$ cat src/rtl/data_memory_arbiter_if.sv
// Bus bundle between the two requesters, the arbiter and the data memory.
// Port 0 (core LSU) and port 1 (DMA/debug) request signals, the grant and
// load-response signals back to them, and the memory-side drive signals.
// slave  : the arbiter (consumes requests and mem_rd_i, drives grants/mem_*).
// master : the environment (requesters plus memory).
interface data_memory_arbiter_if #(
  parameter int unsigned DATA_WIDTH = 32
);
  logic                  req0_i, req1_i;
  logic                  lock0_i, lock1_i;
  logic                  we0_i, we1_i;
  logic                  byte_op0_i, byte_op1_i;
  logic [DATA_WIDTH-1:0] addr0_i, addr1_i;
  logic [DATA_WIDTH-1:0] wd0_i, wd1_i;
  logic                  gnt0_o, gnt1_o;
  logic                  rvalid0_o, rvalid1_o;
  logic [DATA_WIDTH-1:0] rdata_o;
  logic                  err_o;
  logic                  mem_we_o;
  logic                  mem_byte_op_o;
  logic [DATA_WIDTH-1:0] mem_addr_o;
  logic [DATA_WIDTH-1:0] mem_wd_o;
  logic [DATA_WIDTH-1:0] mem_rd_i;

  modport slave (
    input  req0_i, req1_i, lock0_i, lock1_i, we0_i, we1_i,
           byte_op0_i, byte_op1_i, addr0_i, addr1_i, wd0_i, wd1_i, mem_rd_i,
    output gnt0_o, gnt1_o, rvalid0_o, rvalid1_o, rdata_o, err_o,
           mem_we_o, mem_byte_op_o, mem_addr_o, mem_wd_o
  );

  modport master (
    output req0_i, req1_i, lock0_i, lock1_i, we0_i, we1_i,
           byte_op0_i, byte_op1_i, addr0_i, addr1_i, wd0_i, wd1_i, mem_rd_i,
    input  gnt0_o, gnt1_o, rvalid0_o, rvalid1_o, rdata_o, err_o,
           mem_we_o, mem_byte_op_o, mem_addr_o, mem_wd_o
  );
endinterface

$ cat src/rtl/data_memory_arbiter.sv
// Two-port round-robin arbiter in front of a single-port byte-addressed data
// memory, with per-port lock for atomic sequences and range/alignment check.
// Ports:
//   clk   - system clock, rising edge
//   rst_n - synchronous active-low reset
//   bus   - data_memory_arbiter_if.slave: requests in, combinational grants,
//           registered rdata/rvalid/err out, memory drive signals out.
module data_memory_arbiter #(
  parameter int unsigned           DATA_WIDTH    = 32,
  parameter logic [DATA_WIDTH-1:0] START_ADDRESS = 32'h10000,
  parameter logic [DATA_WIDTH-1:0] END_ADDRESS   = 32'h1FFFF
) (
  input  logic                  clk,
  input  logic                  rst_n,
  data_memory_arbiter_if.slave  bus
);

  typedef enum logic [1:0] {IDLE, LOCK0, LOCK1} state_t;

  state_t                state;
  logic                  prio;
  logic                  gnt0, gnt1, any_gnt;
  logic                  sel_we, sel_byte;
  logic [DATA_WIDTH-1:0] sel_addr, sel_wd;
  logic [DATA_WIDTH:0]   last_byte;
  logic                  bad;
  logic [DATA_WIDTH-1:0] rdata_q;
  logic                  rvalid0_q, rvalid1_q, err_q;

  always_comb begin
    gnt0 = 1'b0;
    gnt1 = 1'b0;
    if (rst_n) begin
      case (state)
        IDLE: begin
          if (bus.req0_i && (!bus.req1_i || !prio)) gnt0 = 1'b1;
          else if (bus.req1_i)                      gnt1 = 1'b1;
        end
        LOCK0:   gnt0 = bus.req0_i;
        LOCK1:   gnt1 = bus.req1_i;
        default: ;
      endcase
    end
  end

  assign any_gnt  = gnt0 | gnt1;
  assign sel_we   = gnt1 ? bus.we1_i      : bus.we0_i;
  assign sel_byte = gnt1 ? bus.byte_op1_i : bus.byte_op0_i;
  assign sel_addr = gnt1 ? bus.addr1_i    : bus.addr0_i;
  assign sel_wd   = gnt1 ? bus.wd1_i      : bus.wd0_i;

  // Address of the last byte touched (+3 for words), one bit wider so a
  // word near the top of the address space cannot wrap past the check.
  assign last_byte = {1'b0, sel_addr} + {{(DATA_WIDTH-1){1'b0}}, ~sel_byte, ~sel_byte};
  assign bad = (sel_addr < START_ADDRESS) ||
               (last_byte > {1'b0, END_ADDRESS}) ||
               (!sel_byte && (sel_addr[1:0] != 2'b00));

  assign bus.gnt0_o        = gnt0;
  assign bus.gnt1_o        = gnt1;
  assign bus.mem_we_o      = any_gnt & sel_we & ~bad;
  assign bus.mem_byte_op_o = any_gnt & sel_byte;
  assign bus.mem_addr_o    = any_gnt ? sel_addr : '0;
  assign bus.mem_wd_o      = any_gnt ? sel_wd   : '0;
  assign bus.rdata_o       = rdata_q;
  assign bus.rvalid0_o     = rvalid0_q;
  assign bus.rvalid1_o     = rvalid1_q;
  assign bus.err_o         = err_q;

  always_ff @(posedge clk) begin
    if (!rst_n) begin
      state     <= IDLE;
      prio      <= 1'b0;
      rdata_q   <= '0;
      rvalid0_q <= 1'b0;
      rvalid1_q <= 1'b0;
      err_q     <= 1'b0;
    end else begin
      rvalid0_q <= gnt0 & ~bus.we0_i;
      rvalid1_q <= gnt1 & ~bus.we1_i;
      err_q     <= any_gnt & bad;
      // A rejected load still answers, with zero data.
      if (any_gnt && !sel_we) rdata_q <= bad ? '0 : bus.mem_rd_i;

      case (state)
        IDLE: begin
          if (gnt0) begin
            prio <= 1'b1;
            if (bus.lock0_i) state <= LOCK0;
          end else if (gnt1) begin
            prio <= 1'b0;
            if (bus.lock1_i) state <= LOCK1;
          end
        end
        LOCK0: begin
          if (!bus.req0_i) state <= IDLE;
          else if (!bus.lock0_i) begin
            state <= IDLE;
            prio  <= 1'b1;
          end
        end
        LOCK1: begin
          if (!bus.req1_i) state <= IDLE;
          else if (!bus.lock1_i) begin
            state <= IDLE;
            prio  <= 1'b0;
          end
        end
        default: state <= IDLE;
      endcase
    end
  end

endmodule

$ cat src/flat_wrapper.sv
// flat-port wrapper written by rule: the top's interface ports become plain ports
module data_memory_arbiter_flat 
#(
  parameter int unsigned           DATA_WIDTH    = 32,
  parameter logic [DATA_WIDTH-1:0] START_ADDRESS = 32'h10000,
  parameter logic [DATA_WIDTH-1:0] END_ADDRESS   = 32'h1FFFF
)
  (clk, rst_n, bus_req0_i, bus_req1_i, bus_lock0_i, bus_lock1_i, bus_we0_i, bus_we1_i, bus_byte_op0_i, bus_byte_op1_i, bus_addr0_i, bus_addr1_i, bus_wd0_i, bus_wd1_i, bus_mem_rd_i, bus_gnt0_o, bus_gnt1_o, bus_rvalid0_o, bus_rvalid1_o, bus_rdata_o, bus_err_o, bus_mem_we_o, bus_mem_byte_op_o, bus_mem_addr_o, bus_mem_wd_o);
  data_memory_arbiter_if #(.DATA_WIDTH(DATA_WIDTH)) bus_i ();
  input  logic clk;
  input  logic rst_n;
  input wire logic [$bits(bus_i.req0_i)-1:0] bus_req0_i;
  input wire logic [$bits(bus_i.req1_i)-1:0] bus_req1_i;
  input wire logic [$bits(bus_i.lock0_i)-1:0] bus_lock0_i;
  input wire logic [$bits(bus_i.lock1_i)-1:0] bus_lock1_i;
  input wire logic [$bits(bus_i.we0_i)-1:0] bus_we0_i;
  input wire logic [$bits(bus_i.we1_i)-1:0] bus_we1_i;
  input wire logic [$bits(bus_i.byte_op0_i)-1:0] bus_byte_op0_i;
  input wire logic [$bits(bus_i.byte_op1_i)-1:0] bus_byte_op1_i;
  input wire logic [$bits(bus_i.addr0_i)-1:0] bus_addr0_i;
  input wire logic [$bits(bus_i.addr1_i)-1:0] bus_addr1_i;
  input wire logic [$bits(bus_i.wd0_i)-1:0] bus_wd0_i;
  input wire logic [$bits(bus_i.wd1_i)-1:0] bus_wd1_i;
  input wire logic [$bits(bus_i.mem_rd_i)-1:0] bus_mem_rd_i;
  output wire logic [$bits(bus_i.gnt0_o)-1:0] bus_gnt0_o;
  output wire logic [$bits(bus_i.gnt1_o)-1:0] bus_gnt1_o;
  output wire logic [$bits(bus_i.rvalid0_o)-1:0] bus_rvalid0_o;
  output wire logic [$bits(bus_i.rvalid1_o)-1:0] bus_rvalid1_o;
  output wire logic [$bits(bus_i.rdata_o)-1:0] bus_rdata_o;
  output wire logic [$bits(bus_i.err_o)-1:0] bus_err_o;
  output wire logic [$bits(bus_i.mem_we_o)-1:0] bus_mem_we_o;
  output wire logic [$bits(bus_i.mem_byte_op_o)-1:0] bus_mem_byte_op_o;
  output wire logic [$bits(bus_i.mem_addr_o)-1:0] bus_mem_addr_o;
  output wire logic [$bits(bus_i.mem_wd_o)-1:0] bus_mem_wd_o;
  assign bus_i.req0_i = bus_req0_i;
  assign bus_i.req1_i = bus_req1_i;
  assign bus_i.lock0_i = bus_lock0_i;
  assign bus_i.lock1_i = bus_lock1_i;
  assign bus_i.we0_i = bus_we0_i;
  assign bus_i.we1_i = bus_we1_i;
  assign bus_i.byte_op0_i = bus_byte_op0_i;
  assign bus_i.byte_op1_i = bus_byte_op1_i;
  assign bus_i.addr0_i = bus_addr0_i;
  assign bus_i.addr1_i = bus_addr1_i;
  assign bus_i.wd0_i = bus_wd0_i;
  assign bus_i.wd1_i = bus_wd1_i;
  assign bus_i.mem_rd_i = bus_mem_rd_i;
  assign bus_gnt0_o = bus_i.gnt0_o;
  assign bus_gnt1_o = bus_i.gnt1_o;
  assign bus_rvalid0_o = bus_i.rvalid0_o;
  assign bus_rvalid1_o = bus_i.rvalid1_o;
  assign bus_rdata_o = bus_i.rdata_o;
  assign bus_err_o = bus_i.err_o;
  assign bus_mem_we_o = bus_i.mem_we_o;
  assign bus_mem_byte_op_o = bus_i.mem_byte_op_o;
  assign bus_mem_addr_o = bus_i.mem_addr_o;
  assign bus_mem_wd_o = bus_i.mem_wd_o;
  data_memory_arbiter #(.DATA_WIDTH(DATA_WIDTH), .START_ADDRESS(START_ADDRESS), .END_ADDRESS(END_ADDRESS)) u_core (.clk(clk), .rst_n(rst_n), .bus(bus_i));
endmodule
$ cat config.mk
export PLATFORM = sky130hd
export DESIGN_NAME = data_memory_arbiter_flat
export DESIGN_NICKNAME = d
export VERILOG_FILES = /design/src/rtl/data_memory_arbiter_if.sv /design/src/rtl/data_memory_arbiter.sv /design/src/flat_wrapper.sv
export SDC_FILE = /design/constraint.sdc
export NUM_CORES = 1
export LEC_CHECK = 0
export BUFFER_PORTS_ARGS = -buffer_cell sky130_fd_sc_hd__clkbuf_2
export CAP_MARGIN = 20
export CORE_AREA = 2 2 105 107
export CTS_CLUSTER_DIAMETER = 60
export DETAILED_ROUTE_END_ITERATION = 7
export DIE_AREA = 0 0 107 109
export PLACE_DENSITY = 0.69
export SLEW_MARGIN = 15
export SYNTH_ARGS = -nofsm -noshare
export SYNTH_HDL_FRONTEND = slang
export SYNTH_SLANG_ARGS = --single-unit
$ cat constraint.sdc
create_clock -name clk -period 5.7 [get_ports clk]
set_input_delay 0.855 -clock clk [delete_from_list [all_inputs] [get_ports clk]]
set_output_delay 0.855 -clock clk [all_outputs]
set_load 0.02 [all_outputs]
==> flow_summary_export.csv <==
group,metric,value,unit
clock_network,cts_resized,0,
yosys,synthSimpleGateAreaFrac,46.98,%
drt,route.antenna.remaining_nets,0,
global_route,grt_start_max_net_pins,90,
drt,route.vias.total,4887,
placement,place_hpwl,11.29,mm
pwr,pwr-share-clk,16.3,%
setup_path,worstRegToRegCells,13,
yosys,synth.ff_latch_count,38,
cells_and_area,final_common_cell,"clkbuf_2",
pwr,switchingPower,0.0005715,W
pwr,max-vdd-ir-drop,0.0001121,V
clock_network,cts_hold_buf,0,
setup_path,crit_end,"bus_mem_we_o",
sta,fin_ws,0.9263,ns
placement,place_area,4875,sq um
job,maxCapViolCount,0,
setup_path,path_cells,"inv_1 -> ha_1 -> o211ai_1 -> or2_2 -> inv_4 -> buf_4 -> nand3_1 -> a22oi_2 -> xnor2_1 -> nor4b_4 -> nand3_2 -> nor3b_2 -> clkbuf_2",
sta,period_minus_slack,4.774,ns
yosys,syn_area,3455,sq um
global_route,track_usage,22.60,%
setup_path,path_depth,13,
global_route,grt_pass1_vias,4410,
setup_path,critPathTopFamily,"simple AND/OR/NAND/NOR gates",
clock_network,htree_levels,2,
floorplan,dieHeight,109,um
sta,tightest_slew,0.9093,ns
cells_and_area,nNetsFinal,977,
drt,wl,14.01,mm
sta,slew_violations,0,
yosys,synth_compound_area_share,14.78,%
placement,dp_cells,934,
clock_network,clkTransAtPathRegs,0.08,ns
setup_path,max_stage_delay,0.66,ns
pwr,cellLeakagePower,2.548,nW
drt,post_drt_via_cell_ratio,5.188,
drt,drt_iter0_drc,254,
setup_path,startpoint,"u_core.state[0]",
yosys,ys_warn_count,0,
worst_hold_path,hold_start,"u_core.bus.rdata_o[6]",
sta,rsz0062_at_grt,"no",
cells_and_area,antennaDiodeCount,0,
cells_and_area,layout_common_cells,"clkbuf_2, nand2_1, nand3_1, dfxtp_1, o21ai_0",
setup_path,cp_slowest_cell,"buf_4",
yosys,synth_async_sr_flop_share,0,%
setup_path,cp.arrival,3.92,ns
setup_path,worstSetupEndpointType,"primary output",
sta,max_freq,209.5,MHz
yosys,synth_edf_count,0,
clock_network,post_cts_buffers,0,
setup_path,crit_type,"reg2out",
outcome,run_status,"complete, no violations",
drt,wl_per_cell,14.87,um
global_route,grt_antenna_before_repair,0,
pwr,p_int,0.0006074,W
yosys,synth.distinct_cells,54,
floorplan,core-area,10600,sq um
sta,setup_viol,0,
yosys,synthMuxAreaShare,3.803,%
clock_network,clock_sinks,38,
setup_path,rrSetupSlack,1.93,ns
setup_path,reg2reg_to,"u_core.bus.rdata_o[31]",
global_route,grt_pass1_wl,21.38,mm
pwr,p_total,0.001179,W
clock_network,clock_latency,0.29,ns
setup_path,start_kind,"register",
yosys,synthCells,552,
setup_path,crit_path_max_fanout,89,
cells_and_area,final_area,4970,sq um
pwr,seqPwrFrac,24.0,%
floorplan,die_area,11660,sq um
yosys,synth_nets,728,
yosys,avgSynthCellArea,6.258,sq um
cells_and_area,drive_gt1_share,38.03,%
floorplan,rows,38,
yosys,yosysSeqAreaShare,22.02,%
yosys,synthAdderAreaFrac,2.463,%
sta,final_hold_viol_count,0,
pwr,power_frac_comb,59.7,%
clock_network,cts-root-buf,"clkbuf_8",
global_route,overflow,0,
clock_network,cts_tree,"yes",
setup_path,cp.required,4.85,ns
clock_network,numCtsBuffers,5,
floorplan,initial_core_util,32.58,%
yosys,synth_ff_type,"dfxtp_1",
yosys,synth_xor_area_share,3.549,%
setup_path,r2r_start,"u_core.state[0]",
drt,dr.pass1.iters,5,
pwr,p_sw_share,48.48,%
clock_network,clock_path_buffers,2,
cells_and_area,finalNonFillerCells,942,
placement,portBuffers,272,
sta,skew,0.007691,ns
placement,gp_congestion,0.9334,
placement,post-place-ws,0.9273,ns
sta,slew_headroom,39.38,%
sta,finalSetupTns,0,ns
worst_hold_path,hold_class,"reg2reg",
setup_path,path_buf_inv,4,
floorplan,io_pins,273,
drt,route.detailed.drc,0,
sta,period_share,83.75,%
floorplan,fp.dieW,107,um
yosys,synth_top_family_by_area,"simple AND/OR/NAND/NOR gates",
pwr,p_per_area,237.2,nW/um^2
cells_and_area,areaGrowthSynthToFinish,43.86,%
## sequential cells by signal (all words and copies together) (netlist names)
| signal | count |
|---|---|
| u_core.bus.rvalid1_o | 1 |
| u_core.bus.rdata_o | 32 |
| u_core.prio | 1 |
| u_core.bus.rvalid0_o | 1 |
| u_core.bus.err_o | 1 |
| u_core.state | 2 |
## worst reg2reg max path, cell delays in order (launching register included)
cell	delay, ns
dfxtp_1	0.35
inv_1	0.09
ha_1	0.27
o211ai_1	0.14
or2_2	0.39
inv_4	0.08
buf_4	0.66
nand3_1	0.41
a22oi_2	0.30
xnor2_1	0.12
nor4b_4	0.31
nand3_2	0.12
buf_4	0.25
o21ai_0	0.21
## routing by layer
layer	part of all wire, %	track usage, %	up-vias
li1	-	-	2430
met1	41	27.20	2200
met2	48	39.58	235
met3	8.9	6.157	22
met4	2.1	6.401	0
met5	0	0	-
## layout make-up
class                           count  area [sq um]
Sequential cell                    38         760.7
Clock buffer                        6         82.58
Clock inverter                      2         12.51
Timing Repair Buffer              280          1421
Tap cell                          140         175.2
Inverter                            9         36.28
Fill cell                        1161          5633
Multi-Input combinational cell    467          2481
## cells by family (layout without fill, tap and decap cells)
kind of cell	Yosys count	after routing
XOR/XNOR	14	14
AO/OA/AOI/OAI	84	84
buffers and inverters	47	297
multiplexers	13	13
AND/OR/NAND/NOR	349	349
adder cells (fa/ha/maj)	7	7
flip-flops	38	38
## power by group through the flow
stage                     Combinational, W  Sequential [W]  Clock [W]
after floorplan                   0.000451        0.000292          0
after global placement            0.000706        0.000288          0
after detailed placement          0.000704        0.000289          0
after CTS                         0.000707        0.000282   0.000202
after global routing              0.000775        0.000284   0.000210
final                             0.000704        0.000282   0.000193
## worst min path at each step
stage | to | slack (ns) | cells after the start
after floorplan | u_core.state[0] | 0.47 | 2
after global placement | u_core.bus.rdata_o[18] | 0.43 | 2
after detailed placement | u_core.bus.rdata_o[6] | 0.44 | 2
after CTS | u_core.bus.rdata_o[6] | 0.45 | 2
after global routing | u_core.bus.rdata_o[6] | 0.48 | 2
final | u_core.bus.rdata_o[6] | 0.45 | 2
## Yosys cell counts (all sizes together) (2+ instances only)
cell type / count / share of area, %
buf: 16 / 3.0
o31ai: 2 / 0.43
o221ai: 2 / 0.51
nand2b: 4 / 0.72
a21o: 2 / 0.43
a31o: 2 / 0.51
nor2: 21 / 2.3
xor2: 3 / 0.76
nor3b: 3 / 0.94
a22o: 2 / 0.51
nand4: 13 / 2.4
inv: 9 / 1.1
a31oi: 2 / 0.36
ha: 6 / 2.2
nor4: 13 / 2.5
o211ai: 3 / 0.65
xnor2: 11 / 2.8
a21oi: 14 / 2.0
or2: 2 / 0.36
mux2i: 12 / 3.5
clkbuf: 22 / 2.4
nor3: 8 / 1.2
dfxtp: 38 / 22
and3: 6 / 1.1
nor2b: 2 / 0.36
nand3: 104 / 15
o22ai: 4 / 0.72
nand2: 168 / 18
o21ai: 41 / 5.9
a22oi: 2 / 0.58
## per-stage QoR
stage / hold slack (ns) / utilization, %
floorplan: 0.4658 / -
global placement: 0.4346 / 45.98
detailed placement: 0.4432 / 45.98
CTS: 0.4540 / 46.87
global route: 0.4805 / 46.87
finish: 0.4498 / 46.87
Note: power is estimated with default switching activity, not from simulation.
